<file path="src/rtl/shift_seq_ctrl.sv">
// ---------------------------------------------------------------------------
// shift_seq_ctrl
//
// Sequencer for the lab's negative-edge serial shift register. A parallel
// word is accepted on a start strobe. The register is cleared for one cycle,
// and the word is then shifted in through sr_si. Zeros follow the word until
// its last bit has fallen out of the chain. The bits seen on sr_so are
// gathered back into a parallel word, and that word is compared with the word
// that was sent.
//
// Parameters
//   DATA_W    bits per transferred word (>= 1)
//   DEPTH     number of stages in the controlled shift register (>= 1)
//   MSB_FIRST 1: tx_data[DATA_W-1] is shifted first, 0: bit 0 first
//   CNT_W     shift counter width, derived so that it covers DATA_W+DEPTH-1
//
// Ports
//   clk      rising-edge clock for all controller state
//   rst      synchronous active-high reset, aborts any transfer
//   start    transfer request, honoured only while idle
//   hold     pause, stops shifting and capture while high during SHIFT
//   tx_data  word to send, sampled when start is accepted
//   sr_so    serial output of the shift register
//   sr_clr   synchronous clear to the shift register
//   sr_ce    shift enable to the shift register
//   sr_si    serial input to the shift register
//   busy     high from the clear cycle through the done cycle
//   done     one-cycle completion pulse
//   rx_data  captured word, held until the next completion
//   match    rx_data equals the word that was sent, valid from done onward
// ---------------------------------------------------------------------------
module shift_seq_ctrl #(
  parameter int DATA_W    = 8,
  parameter int DEPTH     = 4,
  parameter int MSB_FIRST = 1,
  parameter int CNT_W     = $clog2(DATA_W + DEPTH)
) (
  input  logic              clk,
  input  logic              rst,
  input  logic              start,
  input  logic              hold,
  input  logic [DATA_W-1:0] tx_data,
  input  logic              sr_so,
  output logic              sr_clr,
  output logic              sr_ce,
  output logic              sr_si,
  output logic              busy,
  output logic              done,
  output logic [DATA_W-1:0] rx_data,
  output logic              match
);

  localparam int NSHIFT = DATA_W + DEPTH - 1;

  typedef enum logic [1:0] {
    IDLE,
    CLEAR,
    SHIFT,
    DONE
  } state_t;

  state_t            state;
  state_t            state_nxt;
  logic [CNT_W-1:0]  cnt;
  logic [CNT_W-1:0]  cnt_nxt;
  logic [DATA_W-1:0] tx_q;
  logic [DATA_W-1:0] rx_sh;
  logic [DATA_W-1:0] rx_sh_nxt;
  logic [DATA_W-1:0] rx_cap;
  logic              step;
  logic              capture;
  logic              last;
  logic              si_bit;

  // A shift happens in every SHIFT cycle that is not paused. The hold input
  // gates the enable in the same cycle. The register then skips that
  // cycle's falling edge, and the counter and capture skip the rising edge
  // that ends it. The counter always equals the number of shifts already
  // done, so it is the index of the shift now in progress.
  always_comb begin
    step    = (state == SHIFT) && !hold;
    capture = int'(cnt) >= (DEPTH - 1);
    last    = int'(cnt) == (NSHIFT - 1);
  end

  // Serial data for shift index j comes from the latched word while j is
  // within the word, and is 0 after that to flush the chain. Bit order
  // follows MSB_FIRST. The bit is forced to 0 whenever the enable is low.
  always_comb begin
    si_bit = 1'b0;
    for (int i = 0; i < DATA_W; i++) begin
      if (int'(cnt) == ((MSB_FIRST != 0) ? (DATA_W - 1 - i) : i)) begin
        si_bit = tx_q[i];
      end
    end
    sr_ce = step;
    sr_si = step && si_bit;
  end

  // The first word bit reaches sr_so after DEPTH shifts. Shift index j
  // therefore returns word position k = j - (DEPTH-1). That position goes
  // into the same bit of rx that sr_si took it from, so a healthy chain
  // reproduces the latched word exactly.
  always_comb begin
    rx_cap = rx_sh;
    for (int i = 0; i < DATA_W; i++) begin
      if ((int'(cnt) - (DEPTH - 1)) == ((MSB_FIRST != 0) ? (DATA_W - 1 - i) : i)) begin
        rx_cap[i] = sr_so;
      end
    end
  end

  // Next-state logic. CLEAR zeroes the counter and the capture word while
  // the shift register clears itself. SHIFT advances only on unpaused
  // cycles and leaves after the last shift. DONE always returns to IDLE, so
  // a start seen there is dropped and nothing is queued.
  always_comb begin
    state_nxt = state;
    cnt_nxt   = cnt;
    rx_sh_nxt = rx_sh;
    case (state)
      IDLE: begin
        if (start) begin
          state_nxt = CLEAR;
        end
      end
      CLEAR: begin
        cnt_nxt   = '0;
        rx_sh_nxt = '0;
        state_nxt = SHIFT;
      end
      SHIFT: begin
        if (step) begin
          cnt_nxt = cnt + CNT_W'(1);
          if (capture) begin
            rx_sh_nxt = rx_cap;
          end
          if (last) begin
            state_nxt = DONE;
          end
        end
      end
      DONE: begin
        state_nxt = IDLE;
      end
      default: begin
        state_nxt = IDLE;
      end
    endcase
  end

  // State register and registered outputs. sr_clr, busy and done are
  // decoded from the next state, so each one is a flop that lines up with
  // its state. rx_data and match load on the same edge that takes in the
  // last captured bit, so they are already valid while done is high. Reset
  // takes priority and abandons any transfer in progress.
  always_ff @(posedge clk) begin
    if (rst) begin
      state   <= IDLE;
      cnt     <= '0;
      tx_q    <= '0;
      rx_sh   <= '0;
      sr_clr  <= 1'b0;
      busy    <= 1'b0;
      done    <= 1'b0;
      rx_data <= '0;
      match   <= 1'b0;
    end else begin
      state  <= state_nxt;
      cnt    <= cnt_nxt;
      rx_sh  <= rx_sh_nxt;
      sr_clr <= (state_nxt == CLEAR);
      busy   <= (state_nxt != IDLE);
      done   <= (state_nxt == DONE);
      if ((state == IDLE) && start) begin
        tx_q <= tx_data;
      end
      if (state_nxt == DONE) begin
        rx_data <= rx_sh_nxt;
        match   <= (rx_sh_nxt == tx_q);
      end
    end
  end

endmodule
</file>
<file path="config.mk">
export PLATFORM = sky130hd
export DESIGN_NAME = shift_seq_ctrl
export DESIGN_NICKNAME = d
export VERILOG_FILES = /design/src/rtl/shift_seq_ctrl.sv
export SDC_FILE = /design/constraint.sdc
export NUM_CORES = 1
export LEC_CHECK = 0
export BUFFER_PORTS_ARGS = -buffer_cell sky130_fd_sc_hd__buf_2
export CAP_MARGIN = 20
export CORE_ASPECT_RATIO = 1.2
export CORE_MARGIN = 5
export CORE_UTILIZATION = 45
export CTS_CLUSTER_DIAMETER = 50
export DETAILED_ROUTE_END_ITERATION = 10
export GPL_ROUTABILITY_DRIVEN = 0
export GPL_TIMING_DRIVEN = 1
export PLACE_DENSITY = 0.73
export SYNTH_ARGS = -nofsm -noshare
export SYNTH_HDL_FRONTEND = slang
export SYNTH_SLANG_ARGS = --single-unit
</file>
<file path="constraint.sdc">
create_clock -name clk -period 5.1 [get_ports clk]
set_clock_uncertainty 0.1 [all_clocks]
set_input_delay 1.02 -clock clk [delete_from_list [all_inputs] [get_ports clk]]
set_output_delay 1.02 -clock clk [all_outputs]
set_load 0.01 [all_outputs]
</file>
==> flow_summary.yaml <==
global_routing:
  antenna_found_initial: 0
  grt-ovfl-total: 0
  grt_usage_pct: 17.98
  first_global_vias: 1841
  grt_max_degree: 33
  grt_pass1_wl_um: 8707
drt:
  vias: 2028
  drc: 0
  wire_per_inst_um: 16.14
  viasPerCell: 5.965
  ant_nets: 0
  first_iter_violations: 214
  drt_first_pass_iters: 6
  wirelength_um: 5486
cts:
  postCtsHoldBufs: 0
  cts_made_buffers: 5
  clk_pin_slew_ns: 0.07
  cts_tree: "built"
  cts_root_buffer: "clkbuf_8"
  clockBufferDepth: 2
  cts_sinks: 34
  htree_levels: 2
  postCtsSetupRepairBufs: 0
  cts_resized: 0
  clk_latency_ns: 0.29
logic_synthesis:
  synthMuxAreaShare_pct: 4.603
  synthAdderAreaFrac_pct: 6.057
  synth_cell_types: 56
  syn_area_per_cell_um2: 7.884
  synth-simple-area-share_pct: 23.74
  synth_compound_area_share_pct: 27.38
  async_reset_ff_share_pct: 0
  synthCells: 262
  ys_seq_elements: 34
  ys.warnings.count: 0
  synth_top_family_by_area: "compound AO/OA/AOI/OAI gates"
  synth_nets: 285
  synth_xor_area_share_pct: 0
  synth_edf_count: 0
  synth_area_mm2: 0.002066
  ys_seq_area_share_pct: 32.95
  yosys_most_used_dff: "dfxtp_1"
sta:
  slew_headroom_pct: 54.87
  hold_viol: 0
  fin_crit_ns: 3.277
  tightest_slew_ns: 0.6769
  report.final.slew_viol_count: 0
  period_share_pct: 64.26
  max_freq_mhz: 305.1
  rsz0062_at_grt: "no"
  tns_ns: 0
  setup_viol: 0
  finalWorstSetupSlack_ns: 1.823
place:
  dpl-instance-area_mm2: 0.002201
  post-place-ws_ns: 2.021
  io_buffers: 26
  dp_hpwl_um: 3950
die:
  start_util_pct: 45.63
  rows: 27
  core_area_mm2: 0.004527
  dieArea_mm2: 0.006051
  io_pins: 27
  die_w_um: 71.85
  die_h_um: 84.22
layout:
  final_cell_mix: "nand2_1, dfxtp_1, a21oi_1"
  layout.nets: 304
  multiInputGateArea_mm2: 0.001276
  final_common_cell: "nand2_1"
  final_layout_size_suffix_gt1_share_pct: 15.60
  post-route-util_pct: 50.64
  design_area_mm2: 0.002292
  syn2layout_area_growth_pct: 10.96
  nFillCells: 449
  num_antenna_cells: 0
  regArea_um2: 680.7
setup_path:
  path_delay_family: "multiplexers"
  cp_num_buf_inv: 1
  crit_fanout: 10
  slowest_stage: "mux4_2"
  startpoint_type: "register"
  cpPeakStageDelay_ns: 0.46
  cp.required_ns: 3.98
  crit_type: "register to primary output"
  critPathCaptureType: "primary output"
  cp_cell_sequence: "ha_1, nand2_1, nor2_1, a21oi_1, o21ai_0, mux4_2, and3_1, buf_2"
  critical_path_arrival_ns: 2.16
power_and_ir_drop:
  p_per_area_mw_per_mm2: 363.6
  ir_worst_vdd_uv: 294.3
  power.static_leakage_nw: 0.8851
job:
  drv_cap: 0
outcome:
  status: "finished, final reports clean"
min_path:
  hold_path_class: "register to register"
[synth_stat cells, types with 2 or more instances]
cell type  instances  share of area (%)
clkbuf_1           8                1.5
nand3_1           11                2.7
or3_1              4                1.2
buf_2              3               0.73
inv_1             10                1.8
ha_1              10                6.1
o31a_1             2               0.85
a2bb2oi_1          3                1.3
nand4_1            2               0.61
o211a_1            3                1.5
mux2i_1            5                2.4
mux2_2             2                1.1
o31ai_2            2                1.2
nor2b_1            4                1.2
nor2_1            24                4.4
a211oi_1           3                1.1
a22oi_1            3                1.1
dfxtp_1           34                 33
o31ai_1            4                1.5
nor3_1             3               0.73
nand2_1           39                7.1
and2_1             2               0.61
a21boi_0           2               0.73
a21oi_1           31                7.5
nand2b_1           5                1.5
o21ai_0           13                3.1
[through the flow]
stage	hold WS, ns	power, mW	instances
floorplan	0.3596	0.5393	262
CTS	0.3572	0.8323	340
detailed placement	0.3480	0.6268	332
finish	0.3550	0.8334	340
global route	0.3717	0.8779	340
global placement	0.3374	0.6237	332
[power breakdown]
part	leakage (nW)	switching, mW	total (mW)	internal (mW)
sequential	0.276	0.0270	0.323	0.296
combinational	0.561	0.212	0.303	0.0907
clock	0.0482	0.0990	0.208	0.109
[state kept, by name (all words and copies together) (netlist names)]
register / flops
done: 1
sr_clr: 1
rx_data: 8
match: 1
cnt: 4
state: 2
rx_sh: 8
busy: 1
tx_q: 8
[metal layers]
layer	share of wire, %	vias to the layer above	track usage, %
met5	0	-	0
met4	3.1	0	8.376
met3	7.3	21	3.353
met2	49	110	29.68
met1	41	916	22.30
li1	-	981	-
[path summary, 6_finish.rpt]
check                          startpoint                 endpoint  slack (ns)  depth (start not counted)
setup / recovery      cnt[1]$_SDFFE_PP0P_                    sr_si        1.82                          8
hold / removal    rx_data[2]$_SDFFE_PP0P_  rx_data[2]$_SDFFE_PP0P_        0.35                          2
setup reg to reg      state[0]$_SDFF_PP0_       match$_SDFFE_PP0P_        2.14                          9
hold reg to reg   rx_data[2]$_SDFFE_PP0P_  rx_data[2]$_SDFFE_PP0P_        0.35                          2
[layout make-up]
type / instances / area share [%]
Sequential cell: 34 / 29.69
Inverter: 11 / 1.801
Clock buffer: 7 / 3.766
Clock inverter: 1 / 0.2183
Tap cell: 58 / 3.166
Timing Repair Buffer: 26 / 5.677
Multi-Input combinational cell: 203 / 55.68
[cell families after synthesis]
family / Yosys count
mux: 8
buf+inv: 25
simple gates: 102
compound gates: 83
fa+ha+maj: 10
flops: 34
[worst reg2reg max path: stages, from the launching register on]
cell      delay (ns)
dfxtp_1         0.33
inv_1           0.11
ha_1            0.61
nand3b_2        0.25
or4b_4          0.53
o31ai_2         0.13
mux2_2          0.39
nand2_1         0.10
o211ai_1        0.11
o31ai_2         0.23
Power figures use the tool's default switching activity.
